### src/rtl/bpsk_pkg.sv
// Shared definitions for the BPSK modulator path.
//   state_e          : frame sequencer states (IDLE=0, PRE=1, DATA=2, GUARD=3)
//   SAMPLE_*_DEF     : default carrier geometry shared with the sine generator
//   sym_cnt_width()  : width of the symbol counter for given preamble/guard lengths
package bpsk_pkg;

  localparam int unsigned SAMPLE_NUMBER_DEF = 256;
  localparam int unsigned SAMPLE_WIDTH_DEF  = 12;

  typedef enum logic [1:0] {
    ST_IDLE  = 2'd0,
    ST_PRE   = 2'd1,
    ST_DATA  = 2'd2,
    ST_GUARD = 2'd3
  } state_e;

  function automatic int unsigned sym_cnt_width(input int unsigned pre_len,
                                                input int unsigned guard_len);
    int unsigned m;
    m = (pre_len > guard_len) ? pre_len : guard_len;
    return $clog2(m + 1);
  endfunction

endpackage

### src/rtl/bpsk_sym_timer.sv
// Symbol timer: sample counter (0..SAMPLE_NUMBER-1, wrapping) plus a symbol
// counter that advances once per completed symbol.
//   clk, rst      : clock, synchronous active-high reset
//   clr           : clear both counters (priority over en)
//   en            : advance the sample counter
//   sym_en        : allow the symbol counter to advance at a boundary
//   sym_last_val  : symbol index that flags sym_last
//   samp_cnt      : current sample index within the symbol
//   sym_odd       : LSB of the symbol counter
//   boundary      : last sample of the current symbol
//   sym_last      : symbol counter equals sym_last_val
module bpsk_sym_timer
  import bpsk_pkg::*;
#(
  parameter int unsigned SAMPLE_NUMBER = SAMPLE_NUMBER_DEF,
  parameter int unsigned SYM_W         = 4
) (
  input  logic                             clk,
  input  logic                             rst,
  input  logic                             clr,
  input  logic                             en,
  input  logic                             sym_en,
  input  logic [SYM_W-1:0]                 sym_last_val,
  output logic [$clog2(SAMPLE_NUMBER)-1:0] samp_cnt,
  output logic                             sym_odd,
  output logic                             boundary,
  output logic                             sym_last
);

  localparam int unsigned CNT_W = $clog2(SAMPLE_NUMBER);
  localparam logic [CNT_W-1:0] SAMP_LAST = CNT_W'(SAMPLE_NUMBER - 1);

  logic [CNT_W-1:0] samp_cnt_q, samp_cnt_d;
  logic [SYM_W-1:0] sym_cnt_q, sym_cnt_d;

  assign boundary = (samp_cnt_q == SAMP_LAST);
  assign sym_last = (sym_cnt_q == sym_last_val);
  assign sym_odd  = sym_cnt_q[0];
  assign samp_cnt = samp_cnt_q;

  always_comb begin
    samp_cnt_d = samp_cnt_q;
    sym_cnt_d  = sym_cnt_q;
    if (clr) begin
      samp_cnt_d = '0;
      sym_cnt_d  = '0;
    end else if (en) begin
      samp_cnt_d = boundary ? '0 : samp_cnt_q + CNT_W'(1);
      if (sym_en && boundary) begin
        sym_cnt_d = sym_cnt_q + SYM_W'(1);
      end
    end
  end

  always_ff @(posedge clk) begin
    if (rst) begin
      samp_cnt_q <= '0;
      sym_cnt_q  <= '0;
    end else begin
      samp_cnt_q <= samp_cnt_d;
      sym_cnt_q  <= sym_cnt_d;
    end
  end

endmodule

### src/rtl/bpsk_mod_ctrl.sv
// BPSK frame sequencer. Gates the shared sine generator for whole carrier
// periods: alternating preamble, one symbol per input bit, silent guard.
//   clk, rst            : clock, synchronous active-high reset
//   s_data/s_last/      : bit stream in (1 -> sin, 0 -> neg_sin), frame end
//   s_valid/s_ready       marker and handshake
//   gen_en              : generator enable
//   gen_cnt             : generator phase counter, cross-checked against samp_cnt
//   sin_in/neg_sin_in   : generator samples (1-cycle ROM latency)
//   mod_out/mod_valid   : modulated sample stream
//   busy                : sequencer not idle
//   underrun            : pulse when no bit is available at a symbol boundary
//   phase_err           : sticky generator misalignment flag
//   frame_done          : pulse on the last guard cycle
module bpsk_mod_ctrl
  import bpsk_pkg::*;
#(
  parameter int unsigned SAMPLE_NUMBER = SAMPLE_NUMBER_DEF,
  parameter int unsigned SAMPLE_WIDTH  = SAMPLE_WIDTH_DEF,
  parameter int unsigned PREAMBLE_LEN  = 8,
  parameter int unsigned GUARD_LEN     = 2
) (
  input  logic                             clk,
  input  logic                             rst,
  input  logic                             s_data,
  input  logic                             s_last,
  input  logic                             s_valid,
  output logic                             s_ready,
  output logic                             gen_en,
  input  logic [$clog2(SAMPLE_NUMBER)-1:0] gen_cnt,
  input  logic [SAMPLE_WIDTH-1:0]          sin_in,
  input  logic [SAMPLE_WIDTH-1:0]          neg_sin_in,
  output logic [SAMPLE_WIDTH-1:0]          mod_out,
  output logic                             mod_valid,
  output logic                             busy,
  output logic                             underrun,
  output logic                             phase_err,
  output logic                             frame_done
);

  localparam int unsigned CNT_W = $clog2(SAMPLE_NUMBER);
  localparam int unsigned SYM_W = sym_cnt_width(PREAMBLE_LEN, GUARD_LEN);
  localparam logic [SYM_W-1:0] PRE_LAST   = SYM_W'(PREAMBLE_LEN - 1);
  localparam logic [SYM_W-1:0] GUARD_LAST = SYM_W'(GUARD_LEN - 1);

  state_e state_q, state_d;
  logic   cur_bit_q, cur_bit_d;
  logic   cur_last_q, cur_last_d;
  logic   en_dly_q, en_dly_d;
  logic   bit_dly_q, bit_dly_d;
  logic   mod_valid_q, mod_valid_d;
  logic   phase_err_q, phase_err_d;
  logic [SAMPLE_WIDTH-1:0] mod_out_q, mod_out_d;

  logic             tmr_clr, tmr_en, tmr_sym_en;
  logic [SYM_W-1:0] sym_last_val;
  logic [CNT_W-1:0] samp_cnt;
  logic             sym_odd, boundary, sym_last;
  logic             sym_bit;

  assign sym_last_val = (state_q == ST_GUARD) ? GUARD_LAST : PRE_LAST;

  bpsk_sym_timer #(
    .SAMPLE_NUMBER(SAMPLE_NUMBER),
    .SYM_W        (SYM_W)
  ) u_timer (
    .clk         (clk),
    .rst         (rst),
    .clr         (tmr_clr),
    .en          (tmr_en),
    .sym_en      (tmr_sym_en),
    .sym_last_val(sym_last_val),
    .samp_cnt    (samp_cnt),
    .sym_odd     (sym_odd),
    .boundary    (boundary),
    .sym_last    (sym_last)
  );

  // Counters restart on every state change; in DATA the clear at a boundary
  // coincides with the natural sample-counter wrap.
  always_comb begin
    state_d    = state_q;
    cur_bit_d  = cur_bit_q;
    cur_last_d = cur_last_q;
    tmr_clr    = 1'b0;
    tmr_en     = 1'b0;
    tmr_sym_en = 1'b0;
    s_ready    = 1'b0;
    underrun   = 1'b0;
    frame_done = 1'b0;
    gen_en     = 1'b0;
    sym_bit    = 1'b0;
    case (state_q)
      ST_IDLE: begin
        tmr_clr = 1'b1;
        if (s_valid) state_d = ST_PRE;
      end
      ST_PRE: begin
        gen_en     = 1'b1;
        sym_bit    = ~sym_odd;
        tmr_en     = 1'b1;
        tmr_sym_en = 1'b1;
        if (boundary && sym_last) begin
          s_ready = 1'b1;
          tmr_clr = 1'b1;
          if (s_valid) begin
            cur_bit_d  = s_data;
            cur_last_d = s_last;
            state_d    = ST_DATA;
          end else begin
            underrun = 1'b1;
            state_d  = ST_GUARD;
          end
        end
      end
      ST_DATA: begin
        gen_en  = 1'b1;
        sym_bit = cur_bit_q;
        tmr_en  = 1'b1;
        if (boundary) begin
          tmr_clr = 1'b1;
          if (cur_last_q) begin
            state_d = ST_GUARD;
          end else begin
            s_ready = 1'b1;
            if (s_valid) begin
              cur_bit_d  = s_data;
              cur_last_d = s_last;
            end else begin
              underrun = 1'b1;
              state_d  = ST_GUARD;
            end
          end
        end
      end
      ST_GUARD: begin
        tmr_en     = 1'b1;
        tmr_sym_en = 1'b1;
        if (boundary && sym_last) begin
          frame_done = 1'b1;
          tmr_clr    = 1'b1;
          state_d    = ST_IDLE;
        end
      end
      default: state_d = ST_IDLE;
    endcase
  end

  // Output pipe: one stage to match the generator's ROM latency, one for mod_out.
  always_comb begin
    en_dly_d    = gen_en;
    bit_dly_d   = sym_bit;
    mod_valid_d = en_dly_q;
    mod_out_d   = en_dly_q ? (bit_dly_q ? sin_in : neg_sin_in) : '0;
    phase_err_d = phase_err_q | (gen_en & (gen_cnt != samp_cnt));
  end

  always_ff @(posedge clk) begin
    if (rst) begin
      state_q     <= ST_IDLE;
      cur_bit_q   <= 1'b0;
      cur_last_q  <= 1'b0;
      en_dly_q    <= 1'b0;
      bit_dly_q   <= 1'b0;
      mod_valid_q <= 1'b0;
      mod_out_q   <= '0;
      phase_err_q <= 1'b0;
    end else begin
      state_q     <= state_d;
      cur_bit_q   <= cur_bit_d;
      cur_last_q  <= cur_last_d;
      en_dly_q    <= en_dly_d;
      bit_dly_q   <= bit_dly_d;
      mod_valid_q <= mod_valid_d;
      mod_out_q   <= mod_out_d;
      phase_err_q <= phase_err_d;
    end
  end

  assign mod_out   = mod_out_q;
  assign mod_valid = mod_valid_q;
  assign phase_err = phase_err_q;
  assign busy      = (state_q != ST_IDLE);

endmodule

### config.mk
export PLATFORM = sky130hd
export DESIGN_NAME = bpsk_mod_ctrl
export DESIGN_NICKNAME = d
export VERILOG_FILES = /design/src/rtl/bpsk_pkg.sv /design/src/rtl/bpsk_sym_timer.sv /design/src/rtl/bpsk_mod_ctrl.sv
export SDC_FILE = /design/constraint.sdc
export NUM_CORES = 1
export LEC_CHECK = 0
export ABC_AREA = 1
export CAP_MARGIN = 20
export CELL_PAD_IN_SITES_DETAIL_PLACEMENT = 0
export CELL_PAD_IN_SITES_GLOBAL_PLACEMENT = 2
export CORE_ASPECT_RATIO = 0.5
export CORE_UTILIZATION = 24
export CTS_CLUSTER_DIAMETER = 30
export DETAILED_ROUTE_END_ITERATION = 8
export PLACE_DENSITY = 0.79
export SKIP_LAST_GASP = 1
export SLEW_MARGIN = 20
export SYNTH_ARGS = -nofsm -noshare
export SYNTH_HDL_FRONTEND = slang
export SYNTH_HIERARCHICAL = 1
export SYNTH_SLANG_ARGS = --single-unit
### constraint.sdc
create_clock -name clk -period 2.37 [get_ports clk]
set_input_delay 0.474 -clock clk [delete_from_list [all_inputs] [get_ports clk]]
set_output_delay 0.474 -clock clk [all_outputs]
set_load 0.05 [all_outputs]
==> key figures, run 1 <==
Clocking
  – TritonCTS clock tree: done
  – Clock Sinks: 32
  – Worst skew pair latency: 0.27 ns
  – Clk buf depth: 2
  – CTS Root Cell: clkbuf_16
  – H-Tree Level Count: 2
  – CTS clock-pin slew for the worst setup and hold paths: 0.05 ns
  – Total CTS buffers: 5

Route
  – DRC errors left: 0
  – Routed WL: 4480 µm
  – WL/cell: ~11 µm
  – Routed Antenna Nets: 0
  – Drt first pass iters: 4
  – DR vias: 1751
  – Initial DRC Count: 60
  – DR vias/cell: 4.16

STA
  – Final hold vios: 0
  – Clock skew: 0.00488 ns
  – Setup Total Neg Slack: 0 ns
  – Measured slew at the worst slew-check pin: 0.514 ns
  – Period utilisation layout: 94.5%
  – Final Max Tran Viols: 0
  – RSZ-0062 raised after global routing: false
  – Final setup viols: 0
  – Fmax: 0.446 GHz
  – Slew HR: 65.7%
  – Min cycle time layout: 2.24 ns

Setup path
  – R2R cell count: 10
  – Setup CP Type: reg2out
  – Worst setup SP type: register
  – Cell count along the critical path: 7
  – CP arrival: 1.77 ns
  – Crit-path cells: buf_4 > inv_1 > ha_1 > nand3_1 > a21oi_4 > and2_4 > buf_12
  – Crit path max-delay family: buffers and inverters
  – Slowest cell on crit path: dfxtp_2
  – WP buf/inv: 3
  – Required time of the critical path: roughly 1.9 ns
  – CP Capture Type: output port
  – Crit path largest cell delay: 0.33 ns
  – Max Fanout on Critical Path: 7

Synthesis
  – Synth top area share: approximately 36%
  – Synth Flop Type: dfxtp_1
  – Commonest cells post-synth: 85 x nand2_1, 33 x inv_1, 32 x dfxtp_1
  – Count of cell types in the netlist: 23
  – Cell accounting for the most synthesized area: dfxtp_1
  – Sequential cell area fraction in the yosys report: 36.2%
  – Avg Cell Area, Syn: between 6 and 7 µm²
  – Count leader, synth: nand2_1
  – Syn Nets: ~300
  – Async S/R FF share, synth: 0%
  – Syn. warnings: 6
  – Post-Syn Area: roughly 1800 µm²
  – Cell count after synthesis: 259
  – Synth Register Bits: 32
  – EDFF count, synth: 0
  – Top cells by area, synth: dfxtp_1 36%, nand2_1 18%, inv_1 7.0%, a21oi_1 5.9%, ha_1 5.7%

Die
  – Num rows: 21
  – Die H: 62.7 µm
  – Die width: 123 µm
  – Starting Density: between 20% and 30%
  – Die area: around 7700 µm²
  – Core area: roughly 6900 µm²
  – # IOs: between 50 and 60

Final layout
  – Multi-input logic area: 1050 µm²
  – Final cell count without fillers: around 420
  – Antenna fix cells: 0
  – Sequential Area: 651 µm²
  – Layout cells sized above 1: 15.8%
  – Nets@finish: 373
  – Fillcell total: 739
  – Area grow syn2layout: 56.1%

GRT
  – First-pass GRT wire length: just over 7000 µm
  – Largest net degree at the start of global routing: 14
  – Vias in the first global route: 1611
  – Total track usage: between 10% and 20%
  – Initial antenna violation count: 0
  – Total grt overflow: 0

Min path
  – Worst hold path type: reg2reg
  – WHS Path Cells: 2

Placed design
  – Cell count after placement: 406
  – Global placement routability congestion: 0.786
  – Final HPWL DP: 3420 µm
  – Port bufs: 55

Power
  – Leak pwr: 0.00118 µW
  – Peak VDD IR: 317 µV
  – Cell Pwr Density: 858 nW/µm²

Status
  – Status: completed

Job
  – Max Cap Viol: 0
flip-flops by register name (all words and copies together) (netlist names):
register,flops
mod_out,12
u_timer/samp_cnt,8
u_timer/sym_cnt_q,4
state_q,2
bit_dly_q,1
cur_bit_q,1
cur_last_q,1
en_dly_q,1
mod_valid,1
phase_err,1
path summary, 6_finish.rpt:
| path | start | to | slack [ns] |
|---|---|---|---|
| worst max-delay path | state_q[0] | underrun | 0.13 |
| worst min-delay path | phase_err | phase_err | 0.45 |
| worst max register to register | state_q[1] | u_timer/samp_cnt[5] | 0.53 |
| worst min register to register | phase_err | phase_err | 0.45 |
through the flow:
| step | hold WS [ns] | total power (µW) | instance area, µm² | util [%] | worst slack (ns) |
|---|---|---|---|---|---|
| 2_1_floorplan | 0.433 | 1330 | 1790 | - | 0.0103 |
| 3_3_place_gp | 0.441 | 1620 | 2490 | 36.0 | 0.138 |
| 3_5_place_dp | 0.446 | 1620 | 2490 | 36.0 | 0.115 |
| 4_1_cts | 0.456 | 2370 | 2700 | 39.1 | 0.0229 |
| 5_1_grt | 0.474 | 2530 | 2760 | 40.0 | 0.00422 |
| 6_report | 0.452 | 2370 | 2760 | 40.0 | 0.129 |
layer usage:
metal  GRT usage, %  share of wire [%]
met5              0                  0
met4           3.61               0.45
met3           3.56                6.9
met2           18.6                 41
met1           15.9                 52
worst register-to-register path: stages (launching register included):
cell and delay [ns]:
dfxtp_2 0.35, buf_4 0.14, inv_1 0.07, ha_1 0.24, inv_2 0.11, nand2_2 0.11, nand2_1 0.08, o211ai_1 0.12
nor2_4 0.25, nand2_1 0.16, nor3_1 0.14
cell usage in the layout (no fill, tap or decap), types with 4 or more instances in the layout:
| master | netlist | layout |
|---|---|---|
| clkdlybuf4s50_1 | 0 | 50 |
| nor2_1 | 25 | 25 |
| clkbuf_16 | 0 | 5 |
| nand2_1 | 85 | 84 |
| buf_4 | 0 | 12 |
| inv_1 | 33 | 31 |
| xnor2_1 | 8 | 7 |
| nand4_1 | 4 | 4 |
| ha_1 | 8 | 6 |
| nand2_2 | 7 | 8 |
| nand3_1 | 9 | 9 |
| dfxtp_1 | 32 | 28 |
| a21oi_1 | 21 | 20 |
cell type report:
type	count	share of cell area [%]
multi-input cells	189	37.9
flip-flops and latches	32	23.6
repair buffers	65	23.6
inverters	35	4.85
clock buffers	6	4.67
well taps	92	4.17
clock inverters	2	1.27
power by group:
group,switching (µW),leakage (µW),internal [µW]
Sequential,57.8,0.000262,622
Combinational,626,0.000842,342
Clock,229,0.0000808,494
Total,913,0.00118,1460
kinds of logic (layout without fill, tap and decap cells):
kind of cell | Yosys count | count (layout) | synth area share (%)
simple gates | 142 | 142 | 36.4
buf+inv | 38 | 108 | 8.27
fa+ha+maj | 8 | 8 | 5.66
compound gates | 26 | 26 | 7.64
flops | 32 | 32 | 36.2
other cells | 2 | 2 | 0.424
xor+xnor | 11 | 11 | 5.45
timing repair:
item | CTS | global route
endpoints found under the setup margin | 2 | 3
hold buffers | 0 | 0
gates resized for setup | 8 | 8
pin swaps | 3 | 3
setup buffers | 3 | 4
Power figures use the tool's default switching activity.
==> run 2, diff against run 1 <==
CELL_PAD_IN_SITES_DETAIL_PLACEMENT = 1   (was 0)
==> run 2 against run 1 <==
Net effect: worst hold slack gained 0.0013 ns; count of clock-buffer cells in the layout unchanged; flip-flop and latch count is the same; die area did not move; sequential share of layout area up 0.11 points; core utilization fell by 0.18 points; critical path type unchanged; largest cell class unchanged.
==> key figures, run 2 (same netlist as run 1, synthesis figures left out) <==
Setup path
  – Crit-path cells: ha_4 > nand3_4 > nor3_4 > nand2_2 > inv_2 > nand2_2 > a21oi_4 > and2_4 > buf_12
  – Max Fanout on Critical Path: 4
  – CP arrival: 1.82 ns
  – Setup CP Type: reg2out
  – Most used cell, CP: nand2_2
  – Worst setup SP type: register
  – Required time of the critical path: 1.90 ns
  – Crit path largest cell delay: 0.37 ns
  – CP Capture Type: output port
  – Slowest cell on crit path: dfxtp_4

GRT
  – Total grt overflow: 0
  – First-pass GRT wire length: 8220 µm
  – Total track usage: between 10 and 15%
  – Vias in the first global route: approximately 1800
  – Initial antenna violation count: 0
  – Largest net degree at the start of global routing: 14

Power
  – Peak VDD IR: 298 µV
  – Cell Pwr Density: around 840 nW/µm²
  – Leak pwr: ~0.0012 µW

Route
  – Drt first pass iters: 4
  – Initial DRC Count: 34
  – Routed WL: 5200 µm
  – Routed Antenna Nets: 0
  – WL/cell: 12.3 µm
  – DRC errors left: 0
  – DR vias/cell: 4.29
  – DR vias: roughly 1800

Clocking
  – Worst skew pair latency: between 0.2 and 0.3 ns
  – Clock Sinks: 32
  – Clk buf depth: 2
  – TritonCTS clock tree: done
  – H-Tree Level Count: 2
  – CTS Hold Bufs: 0
  – CTS clock-pin slew for the worst setup and hold paths: 0.05 ns
  – Total CTS buffers: 5
  – CTS Root Cell: clkbuf_16

STA
  – Hold WS: 0.453 ns
  – Clock skew: 0.00361 ns
  – Slew HR: roughly 66%
  – Measured slew at the worst slew-check pin: 0.513 ns
  – Final Max Tran Viols: 0
  – Period utilisation layout: 96.9%
  – RSZ-0062 raised after global routing: true
  – Final setup viols: 0
  – Setup Total Neg Slack: 0 ns
  – Min cycle time layout: 2.30 ns
  – Fmax: 0.435 GHz
  – Setup ws final: 0.0733 ns
  – Final hold vios: 0

Die
  – # IOs: 56
  – Die H: 62.7 µm
  – Core area: 6910 µm²
  – Starting Density: 25.6%
  – Die width: 123 µm
  – Die area: 7740 µm²
  – Num rows: 21

Min path
  – Worst hold path type: reg2reg

Final layout
  – Multi-input logic area: 1050 µm²
  – Final cell count without fillers: 421
  – Max reg flops: 12
  – Layout cells sized above 1: 16.4%
  – Sequential Area: ~650 µm²
  – Final Util: 39.8%
  – Antenna fix cells: 0
  – Area grow syn2layout: 55.4%
  – Commonest non-fill, non-tap cells in the layout: 83 x nand2_1, 50 x clkdlybuf4s50_1, 31 x inv_1
  – Nets@finish: around 370
  – Fillcell total: 861
  – Commonest non-fill, non-tap cell in the layout: nand2_1

Placed design
  – Post-placement setup slack: 0.0840 ns
  – Global placement routability congestion: around 0.79
  – Port bufs: 55
  – Cell count after placement: ~410
  – Final HPWL DP: around 3900 µm

Job
  – Max Cap Viol: 0

Status
  – Status: completed
-- run 2: changes by cell type in the layout (fill, tap and decap cells not counted), sizes merged --
cell	delta
clkinv	+1
bufinv	-1
-- run 2: power breakdown --
| part | internal [µW] | switching, µW | total (µW) |
|---|---|---|---|
| Sequential | 622 | 57.3 | 680 |
| Clock | 414 | 240 | 654 |
| Combinational | 345 | 643 | 988 |
-- run 2: layout make-up --
| class | count | area share [%] |
|---|---|---|
| Clock buffer | 6 | 5.05 |
| Clock inverter | 2 | 0.364 |
| Inverter | 35 | 4.87 |
| Multi-Input combinational cell | 189 | 38.2 |
| Sequential cell | 32 | 23.7 |
| Tap cell | 92 | 4.19 |
| Timing Repair Buffer | 65 | 23.7 |
-- run 2: timing repair --
action                                 4_1_cts  5_1_grt
pin swaps                                    3        4
setup endpoints to repair                    2        3
gates resized for setup                      9        8
setup buffers                                3        4
endpoints found under the hold margin        0        0
cloned                                       0        0
-- run 2: path summary, 6_finish.rpt --
check	startpoint	endpoint	slack, ns	cells past startpoint
setup / recovery	u_timer/samp_cnt[0]	underrun	0.07	9
setup reg to reg	state_q[1]	u_timer/samp_cnt[5]	0.52	10
hold / removal	phase_err	phase_err	0.45	2
hold reg to reg	phase_err	phase_err	0.45	2
-- run 2: worst max-delay path, delay by kind of cell, from the launching register on --
family                   cells  cell delay, ns
flip-flops                   1            0.37
buffers and inverters        2            0.20
AND/OR/NAND/NOR              5            0.67
adder cells (fa/ha/maj)      1            0.15
AO/OA/AOI/OAI                1            0.15
-- run 2: through the flow --
| stage | power, µW | area [µm²] |
|---|---|---|
| 2_1_floorplan | 1330 | 1790 |
| 3_3_place_gp | 1620 | 2490 |
| 3_5_place_dp | 1640 | 2490 |
| 4_1_cts | 2320 | 2680 |
| 5_1_grt | 2480 | 2750 |
| 6_report | 2320 | 2750 |
-- run 2: per-layer routing --
layer	GRT usage (%)	vias up	wire [µm]
met1	17.3	832	2510
met5	0	-	0
met2	22.5	36	2360
met3	3.56	8	272
li1	-	930	-
met4	4.07	0	53
==> run 3, diff against run 2 <==
ABC_AREA = not set   (was 1)
CORE_UTILIZATION = 26   (was 24)
CTS_CLUSTER_DIAMETER = not set   (was 30)
PLACE_DENSITY = 0.8   (was 0.79)
==> run 3 against run 2 <==
Net effect: non-clock buffer count increased by 2; core utilization up 3.0 points; power shrank 3.3%; clock power shrank 2%; die area fell by 13%.
==> key figures, run 3 <==
GRT
  – Vias in the first global route: roughly 1600
  – Total track usage: 14.3%
  – Initial antenna violation count: 0
  – Largest net degree at the start of global routing: 14
  – Total grt overflow: 0
  – First-pass GRT wire length: around 7400 µm

STA
  – RSZ-0062 raised after global routing: true
  – Measured slew at the worst slew-check pin: about 0.69 ns
  – Final hold vios: 0
  – Fmax: 0.433 GHz
  – Final setup viols: 0
  – Period utilisation layout: 97.4%
  – Final Max Tran Viols: 0
  – Clock skew: 0.00517 ns
  – Min cycle time layout: 2.31 ns
  – Slew HR: 54.0%
  – Setup Total Neg Slack: 0 ns

Setup path
  – Max Fanout on Critical Path: 4
  – Required time of the critical path: 1.90 ns
  – Critical Path Start: state_q[1]
  – CP arrival: 1.83 ns
  – Setup CP Type: reg2out
  – Reg2Reg Launch Point: state_q[1]
  – Worst setup SP type: register
  – CP Capture Type: output port

Synthesis
  – Synth Area in Simple Gates: a little under a quarter
  – Commonest cells post-synth: 32 x dfxtp_1, 21 x nor2_1, 16 x mux2i_1
  – Async S/R FF share, synth: 0%
  – Post-Syn Area: roughly 1700 µm²
  – XOR/XNOR share of the synthesized area: 8.46%
  – Synth Flop Type: dfxtp_1
  – Avg Cell Area, Syn: between 8 and 9 µm²
  – Largest family of logic cells by synthesized area: simple AND/OR/NAND/NOR gates
  – Count of cell types in the netlist: 38
  – Sequential cell area fraction in the yosys report: 38.7%
  – Count leader, synth: dfxtp_1
  – Synth Area in Adders: 6.04%
  – Cell accounting for the most synthesized area: dfxtp_1
  – Multiplexer share of the synthesized area: ~9.7%
  – Top cells by area, synth: dfxtp_1 39%, mux2i_1 9.7%, ha_1 6.0%, nor2_1 4.8%, xnor2_1 4.8%
  – Synth Register Bits: 32
  – EDFF count, synth: 0
  – Synth top area share: 38.7%
  – Compound-cell area share of the yosys netlist: about 10%
  – Syn Nets: 231
  – Syn. warnings: 6
  – Cell count after synthesis: ~190

Final layout
  – Antenna fix cells: 0
  – Nets@finish: 301
  – Layout cells sized above 1: about 16%
  – Final Cell Area: 2610 µm²
  – Fillcell total: about 720
  – Multi-input logic area: ~1000 µm²
  – Max reg flops: 12
  – Final cell count without fillers: 345
  – Area grow syn2layout: 57.6%
  – Commonest non-fill, non-tap cells in the layout: 50 x clkdlybuf4s50_1, 30 x dfxtp_1, 19 x nor2_1
  – Sequential Area: 648 µm²
  – Commonest non-fill, non-tap cell in the layout: clkdlybuf4s50_1

Die
  – Num rows: 20
  – Die H: 58.4 µm
  – Die area: approximately 6700 µm²
  – Die width: 115 µm
  – Starting Density: 27.1%
  – # IOs: 56
  – Core area: 6110 µm²

Power
  – Peak VDD IR: 258 µV
  – Leak pwr: 0.000969 µW
  – Cell Pwr Density: 860 nW/µm²

Route
  – Routed Antenna Nets: 0
  – Routed WL: 4490 µm
  – DR vias: 1548
  – DRC errors left: 0
  – DR vias/cell: 4.49
  – Drt first pass iters: 2
  – Initial DRC Count: 38
  – WL/cell: ~13 µm

Clocking
  – TritonCTS clock tree: done
  – Clock Sinks: 32
  – CTS clock-pin slew for the worst setup and hold paths: 0.05 ns
  – CTS Root Cell: clkbuf_16
  – CTS Hold Bufs: 0
  – Clk buf depth: 2
  – Total CTS buffers: 5
  – Worst skew pair latency: 0.27 ns
  – H-Tree Level Count: 2

Placed design
  – Final HPWL DP: 3540 µm
  – Cell count after placement: 333
  – Port bufs: 55
  – Global placement routability congestion: about 0.8
  – Placed Instance Area: 2390 µm²

Status
  – Status: completed

Job
  – Max Cap Viol: 0

Min path
  – Worst hold path type: reg2reg
  – Min-delay src: phase_err
## run 3: cell families after synthesis
family	after synthesis
fa+ha+maj	8
buf+inv	14
xor+xnor	16
simple gates	70
other cells	2
mux	16
compound gates	28
flops	32
## run 3: metrics by stage
step,setup slack (ns),hold WS [ns],total power (µW),util (%)
floorplan,-0.183,0.440,1280,-
global placement,0.177,0.436,1570,39.2
detailed placement,0.0933,0.452,1580,39.2
CTS,0.00499,0.458,2280,42.6
global route,-0.0364,0.503,2400,42.8
finish,0.0616,0.449,2250,42.8
## run 3: report_power, final
part	internal [µW]	total (µW)	switching, µW
Sequential	615	667	51.8
Clock	413	638	225
Combinational	379	941	561
Total	1410	2250	838
## run 3: metal layers
metal  global-route usage [%]  routed length (µm)
met1                     16.2                2020
met2                     27.5                2280
met3                     3.81                 190
met4                     2.97                   0
met5                        0                   0
## run 3: timing repair
item / in CTS / in global routing
pin swaps: 4 / 3
setup buffers: 4 / 0
endpoints found under the setup margin: 3 / 3
gates resized for setup: 9 / 3
## run 3: final cells by class
cell class,count,share of cell area [%]
clock buffers,6,5.32
well taps,88,4.22
clock inverters,2,0.383
repair buffers,67,25.5
inverters,10,1.44
flip-flops and latches,32,24.8
multi-input cells,140,38.3
## run 3: worst paths after layout
kind                                            end  slack [ns]  cells past startpoint
worst max-delay path                     frame_done        0.06                      8
worst min-delay path                      phase_err        0.45                      2
worst max register to register  u_timer/samp_cnt[5]        0.18                      9
worst min register to register            phase_err        0.45                      2
## run 3: worst max-delay path, stage by stage, from the launching register on
cell,delay (ns)
dfxtp_4,0.36
ha_4,0.13
inv_2,0.04
xor2_1,0.13
nor4_1,0.29
buf_4,0.17
buf_4,0.11
and3_4,0.19
buf_12,0.13
